**src/rtl/conv_pkg.sv**
```systemverilog
// conv_pkg: state encoding, product-width helper and saturation shared by the conv pipeline.
package conv_pkg;

    typedef enum logic [1:0] {IDLE, RUN, DRAIN, DONE_ST} state_t;

    function automatic int prod_width(input int dw);
        return dw + 9;
    endfunction

    function automatic logic signed [31:0] saturate(input logic signed [31:0] v, input int dw);
        logic signed [31:0] hi, lo;
        hi = (32'sd1 <<< (dw - 1)) - 32'sd1;
        lo = -hi - 32'sd1;
        return v > hi ? hi : (v < lo ? lo : v);
    endfunction

endpackage

```
**src/rtl/act_requant_unit.sv**
```systemverilog
// act_requant_unit: one registered stage of scale, round, shift, ReLU/LeakyReLU and saturate.
// CONV_ACT_LEAKY_RELU_EN selects LeakyReLU (slope 2^-NEG_SHIFT) instead of ReLU.
module act_requant_unit
    import conv_pkg::*;
#(
    parameter int DATA_WIDTH = 8,
    parameter int SCALE      = 16,
    parameter int SHIFT      = 4,
    parameter int NEG_SHIFT  = 3
) (
    input  logic                         clk,
    input  logic                         rst,
    input  logic                         en,
    input  logic signed [DATA_WIDTH-1:0] x,
    output logic                         valid,
    output logic signed [DATA_WIDTH-1:0] y
);

    localparam int PW = prod_width(DATA_WIDTH);
    // Half an LSB of the shifted result; zero when no shift is applied.
    localparam logic signed [PW-1:0] RND = PW'((1 << SHIFT) >> 1);

    if (SCALE < 1 || SCALE > 255 || SHIFT < 0 || SHIFT > 15 || NEG_SHIFT < 0 || NEG_SHIFT >= PW) begin : g_param_chk
        $fatal(1, "act_requant_unit: SCALE, SHIFT or NEG_SHIFT out of range");
    end

    logic signed [PW-1:0] p, r, a;

    always_comb begin
        p = PW'(x) * $signed(PW'(SCALE));
        r = (p + RND) >>> SHIFT;
`ifdef CONV_ACT_LEAKY_RELU_EN
        a = r < 0 ? r >>> NEG_SHIFT : r;
`else
        a = r < 0 ? '0 : r;
`endif
    end

    always_ff @(posedge clk) begin
        if (rst) begin
            valid <= 1'b0;
            y     <= '0;
        end else begin
            valid <= en;
            if (en) y <= DATA_WIDTH'(saturate(32'(a), DATA_WIDTH));
        end
    end

endmodule

```
**src/rtl/conv_act_requant.sv**
```systemverilog
// conv_act_requant: sweeps conv2d output memory, requantises each element and writes it onward.
// Define CONV_ACT_LEAKY_RELU_EN to build with LeakyReLU instead of ReLU.
module conv_act_requant
    import conv_pkg::*;
#(
    parameter int CHANNELS   = 64,
    parameter int HEIGHT     = 2,
    parameter int WIDTH      = 2,
    parameter int DATA_WIDTH = 8,
    parameter int ADDR_WIDTH = 8,
    parameter int SCALE      = 16,
    parameter int SHIFT      = 4,
    parameter int NEG_SHIFT  = 3
) (
    input  logic                         clk,
    input  logic                         rst,
    input  logic                         start,
    output logic                         done,
    output logic                         valid,
    output logic [ADDR_WIDTH-1:0]        input_addr,
    input  logic signed [DATA_WIDTH-1:0] input_data,
    output logic                         input_en,
    output logic [ADDR_WIDTH-1:0]        output_addr,
    output logic signed [DATA_WIDTH-1:0] output_data,
    output logic                         output_we,
    output logic                         output_en
);

    localparam int N = CHANNELS * HEIGHT * WIDTH;
    localparam logic [ADDR_WIDTH-1:0] LAST = ADDR_WIDTH'(N - 1);

    if (N < 1 || N > 2 ** ADDR_WIDTH) begin : g_size_chk
        $fatal(1, "conv_act_requant: element count does not fit ADDR_WIDTH");
    end

    state_t state, state_nx;
    logic [ADDR_WIDTH-1:0] rd_idx, addr_d;
    logic rd_d;

    assign input_en   = state == RUN;
    assign input_addr = rd_idx;
    assign output_en  = output_we;
    assign done       = state == DONE_ST;
    assign valid      = state == DONE_ST;

    // DRAIN ends on the cycle the last element's write is on the port.
    always_comb begin
        state_nx = state;
        state_nx = state == IDLE  ? (start ? RUN : IDLE) :
                   state == RUN   ? (rd_idx == LAST ? DRAIN : RUN) :
                   state == DRAIN ? (output_we && output_addr == LAST ? DONE_ST : DRAIN) :
                                    (start ? DONE_ST : IDLE);
    end

    always_ff @(posedge clk) begin
        if (rst) begin
            state       <= IDLE;
            rd_idx      <= '0;
            rd_d        <= 1'b0;
            addr_d      <= '0;
            output_addr <= '0;
        end else begin
            state  <= state_nx;
            rd_idx <= state == IDLE ? '0 : (input_en ? rd_idx + 1'b1 : rd_idx);
            rd_d   <= input_en;
            if (input_en) addr_d <= rd_idx;
            if (rd_d) output_addr <= addr_d;
        end
    end

    act_requant_unit #(
        .DATA_WIDTH(DATA_WIDTH),
        .SCALE     (SCALE),
        .SHIFT     (SHIFT),
        .NEG_SHIFT (NEG_SHIFT)
    ) u_unit (
        .clk  (clk),
        .rst  (rst),
        .en   (rd_d),
        .x    (input_data),
        .valid(output_we),
        .y    (output_data)
    );

endmodule

```
**config.mk**
```make
export PLATFORM = sky130hd
export DESIGN_NAME = conv_act_requant
export DESIGN_NICKNAME = d
export VERILOG_FILES = /design/src/rtl/conv_pkg.sv /design/src/rtl/act_requant_unit.sv /design/src/rtl/conv_act_requant.sv
export SDC_FILE = /design/constraint.sdc
export NUM_CORES = 1
export LEC_CHECK = 0
export ABC_CLOCK_PERIOD_IN_PS = 1800
export CORE_UTILIZATION = 45
export DETAILED_ROUTE_END_ITERATION = 6
export PLACE_DENSITY_LB_ADDON = 0.25
export SLEW_MARGIN = 20
export SYNTH_ARGS = -nofsm -noshare
export SYNTH_HDL_FRONTEND = slang
export SYNTH_HIERARCHICAL = 1
export SYNTH_SLANG_ARGS = --single-unit
```
**constraint.sdc**
```tcl
create_clock -name clk -period 1.8 [get_ports clk]
set_input_delay 0.36 -clock clk [delete_from_list [all_inputs] [get_ports clk]]
set_output_delay 0.36 -clock clk [all_outputs]
set_load 0.03 [all_outputs]
```
## Word-level counts from Yosys, hierarchy flattened

Index checks and enable logic that the tools add are counted.

- Register bits: 36
- Input port bits: 11
- Output and inout port bits: 29
- Word-level logic and storage cells: 30

- Add/subtract/negate cells: 2
- $lt $le $gt $ge: 3
- Equal/unequal tests: 5
- Mux-type cells: 10
- Reductions and logical operators: 3

Operators by type and width:

| kind | count |
|---|---|
| $gt 17x8->1 const B | 1 |
| $lt 17x8->1 const B | 1 |
| $mux 17 | 1 |
| $eq 8x8->1 const B | 2 |
| $mux 8 | 2 |
| $add 12x5->13 const B | 1 |
| $mux 2 | 5 |
| $lt 9x1->1 const B | 1 |
| $add 8x1->8 const B | 1 |
| $eq 2x2->1 const B | 2 |
| $eq 2x1->1 const B | 1 |
| $logic_not 2->1 | 1 |
| $mux 1 | 2 |
| $reduce_or 2->1 | 1 |
| $logic_and 1x1->1 | 1 |

## Logic depth before layout (Yosys ltp)

Gate-level depths: netlist of run 1.

- Word-level depth: 6
- Depth in mapped cells: 6
- Mapped depth without buffers: 4

## Cells and area by module

Netlist of run 1, hierarchy kept.

By module, submodules not included:

| module | instances | cells each | area each (µm²) | sequential area each (µm²) |
|---|---|---|---|---|
| conv_act_requant | 1 | 123 | 1,074.8 | 540.5 |
| act_requant_unit | 1 | 34 | 336.6 | 160.2 |

## Worst setup path after synthesis of run 1

No wires, ideal clock.

- Path kind: reg2reg
- Start point: register rd_idx[0] (netlist: input_addr[0])
- End point: register rd_idx[6] (netlist: input_addr[6])
- Library setup time: 0.070 ns
- Arrival: 1.406 ns
- Data required time: 1.730 ns
- Slack: 0.324 ns
- Stages on the path, launching flop included: 5
- Path buffers: 0
- Clock period less this slack: 1.476 ns
- Cells stage by stage: dfxtp_1 > ha_1 > nand4b_1 > or3_1 > a21oi_1

- Word-level cells in the longest chain between the ends: 1

Ends and longest elaborated chain:

| element | RTL line | RTL |
|---|---|---|
| start: declaration | conv_act_requant.sv:37 | `logic [ADDR_WIDTH-1:0] rd_idx, addr_d;` |
| start signal: assignment | conv_act_requant.sv:64 | `rd_idx <= state == IDLE ? '0 : (input_en ? rd_idx + 1'b1 : rd_idx);` |
| $add 8x1->8 | conv_act_requant.sv:64 |  |

No other way between the ends.
A chain may end at the register's enable or synchronous reset.

## Worst setup path after layout of run 1

- Start point: register state[0]
- End point: output valid

- Word-level cells in the longest chain between the ends: 1

Ends and longest elaborated chain:

| element | RTL line | RTL |
|---|---|---|
| start: declaration | conv_act_requant.sv:36 | `state_t state, state_nx;` |
| start signal: assignment | conv_act_requant.sv:63 | `state <= state_nx;` |
| $eq 2x2->1 | conv_act_requant.sv:44 | `assign valid = state == DONE_ST;` |
| end: declaration | conv_act_requant.sv:19 | `output logic valid,` |

No other way between the ends.

==> impl_metrics.yaml, run 1 <==
run_status:
  outcome: "finished with violations"
  violations: "design-rule violations"
final_layout:
  area_growth_pct: 33.6
  utilization: 0.661
  nets: 206
  num-fill-cells: 254
  register_area_um2: 701
  multiInputGateArea_um2: 633
  antennaDiodeCount: 0
  drive_above_1_share: 0.108
floorplan:
  die_h_um: 58.0
  coreArea_um2: 2850
  core.rowCount: 19
  dieWidth_um: 58.0
  die_area_um2: 3360
  initial_core_util: 0.495
  top_level_ports: 40
logic_synthesis:
  synth_area_um2: 1410
  synth_warnings: 6
  avgSynthCellArea_um2: 8.99
  synth_ff_type: "dfxtp_1"
  synthDistinctLibCells: 28
  synth_fp_nets: 169
  synth-edff-count: 0
  ys_ff_latch: 35
  synthArstFlopShare: 0
  synth_seq_area_share: 0.496
  syn_inst: 157
pwr:
  peakVddDrop_v: 0.000656
  power.density_nw_per_um2: 842
  p_leak_nw: 0.805
detailed_routing:
  vias: 1202
  dr_wl_met2_um: 1470
  wl_um: 3030
  ant_nets: 0
  wl_met3_um: 165
  first_pass_iters: 7
  drt-met1-wl_um: 1350
  drtIter0Drc: 53
  drc: 2
  highest-signal-layer: "met4"
  vias_per_cell: 5.32
  wl_per_cell_um: 13.4
worst_setup_path:
  critical_path_class: "register to primary output"
  critPathMaxFanout: 6
  cp-start-kind: "register"
  end_kind: "primary output"
  worstPathArrival_ns: 1.41
  critPathRequiredTime_ns: 1.44
cts:
  path_clk_slew_ns: 0.11
  cts_tree: "done"
  cts.htree.levels: 2
  cts_root_buf: "clkbuf_4"
  cts.path.max_buffers: 2
  cts_buffers: 5
  cts.sinks: 35
  worstSkewPairLatency_ns: 0.35
global_routing:
  grt_max_degree: 28
  grt_pass1_vias: 1132
  grt_overflow: 0
  antenna_found_initial: 0
  grt_pass1_wl_um: 4810
  gr-usage-all-layers: 0.188
sta:
  rsz0062_at_grt: "true"
  setup_viol: 0
  timing.final.crit_share: 0.983
  finalSetupTns_ns: 0
  hold_viol: 0
  clock_skew_ns: 0.0136
  fmax_mhz: 565
  slew_violations: 0
  period_needed_ns: 1.77
placed_design:
  port_buffers: 38
  hpwl_um: 2180
  gp_routability_congestion: 0.767
run:
  maxCapViolCount: 0
min_path:
  hold_class: "register to register"
[worst paths after layout]
path                              start                    endpoint  slack, ns  cells past startpoint
min              addr_d[0]$_SDFFE_PP0P_      addr_d[0]$_SDFFE_PP0P_       0.46                      2
max reg2reg  input_addr[0]$_SDFFE_PP0P_  input_addr[6]$_SDFFE_PP0P_       0.35                      4
min reg2reg      addr_d[0]$_SDFFE_PP0P_      addr_d[0]$_SDFFE_PP0P_       0.46                      2
max                 state[0]$_SDFF_PP0_                       valid       0.03                      2
[synthesized netlist by cell type (all sizes together) (2+ instances only)]
cell type | instances | share of area
a21oi | 21 | 0.074
o31ai | 2 | 0.011
nand3b | 8 | 0.043
dfxtp | 35 | 0.50
buf | 6 | 0.035
nand2b | 9 | 0.049
nand2 | 20 | 0.053
or4 | 3 | 0.016
nand3 | 4 | 0.014
clkbuf | 6 | 0.016
mux2i | 9 | 0.064
or3 | 3 | 0.013
nor2 | 12 | 0.032
nand4 | 2 | 0.0089
inv | 2 | 0.0053
o21ai | 5 | 0.018
nor2b | 2 | 0.0089
[placed cells by master (no fill, tap or decap)]
cell,synthesis,layout
dlygate4sd2_1,0,10
and2_1,1,1
nand2b_1,4,3
inv_1,2,1
clkbuf_4,0,5
nor2b_1,2,2
or3_1,3,3
a21oi_1,21,21
clkdlybuf4s50_1,0,19
nand2b_2,5,6
a31oi_1,1,1
or2_2,1,1
nor2_1,12,12
xor2_1,1,1
buf_4,3,5
nand3_1,4,4
o31ai_1,2,2
bufinv_16,0,1
o21ai_0,5,5
nor3b_1,1,1
clkbuf_8,0,1
clkinv_2,0,1
nand4_1,2,2
nand2_1,20,20
clkinvlp_4,0,1
mux2i_1,9,9
or4_1,3,3
conb_1,1,1
dfxtp_1,35,35
dlymetal6s2s_1,0,8
nand4b_1,1,1
nand3b_1,8,8
ha_1,1,1
[metal layers]
layer  vias up  GRT usage
met3         6     0.0759
met2        30      0.312
li1        602          -
met5         -          0
met1       564      0.226
met4         0     0.0510
[stage by stage]
stage	power (W)	instance area [um^2]	setup WS (ns)	hold slack, ns	cells
floorplan	0.000945	1410	0.324	0.436	157
global placement	0.000995	1780	0.207	0.445	217
detailed placement	0.000999	1780	0.143	0.448	217
CTS	0.00159	1870	0.0141	0.463	226
global route	0.00163	1890	-0.0370	0.492	226
finish	0.00159	1890	0.0306	0.463	226
[worst max-delay path: stages (launching register included)]
cell	delay (ns)
dfxtp_1	0.45
and2_1	0.21
dlygate4sd2_1	0.41
[kinds of logic (layout without fill, tap and decap cells)]
logic type               count (synthesis)  in the layout  share of synthesized area
multiplexers                             9              9                     0.0638
AO/OA/AOI/OAI                           29             29                      0.107
XOR/XNOR                                 1              1                    0.00621
AND/OR/NAND/NOR                         67             67                      0.258
buffers and inverters                   14             52                     0.0567
flip-flops                              35             35                      0.496
other                                    1              1                    0.00266
adder cells (fa/ha/maj)                  1              1                    0.00886
[cell type report]
class                      instances  area share
clock buffer                       6      0.0272
clock inverter                     2      0.0186
inverter                           2     0.00597
timing repair buffer              42       0.220
sequential                        35       0.372
tap                               31      0.0206
multi-input combinational        108       0.336
[power by group]
group / internal [W] / switching [W] / leakage [nW]
Clock: 0.000328 / 0.000271 / 0.0482
Sequential: 0.000790 / 0.0000219 / 0.283
Combinational: 0.0000798 / 0.0000964 / 0.474
[state kept, by name, summed over array words and instances, names as in the netlist]
register      count
output_addr       8
u_unit/valid      1
input_addr        8
rd_d              1
state             2
addr_d            8
u_unit/y          7
[timing repair]
item,CTS,global route
setup endpoints to repair,11,11
buffers inserted,1,0
resized for setup,12,8
endpoints found under the hold margin,0,0
cloned,0,0
hold buffers,0,0
No activity file was read; power rests on OpenSTA's default activity.
==> run 2: changes to the inputs <==
CAP_MARGIN = 40   (was default)
==> results of run 2 <==
No change in the layout: final DEF, timing and power equal those of run 1.
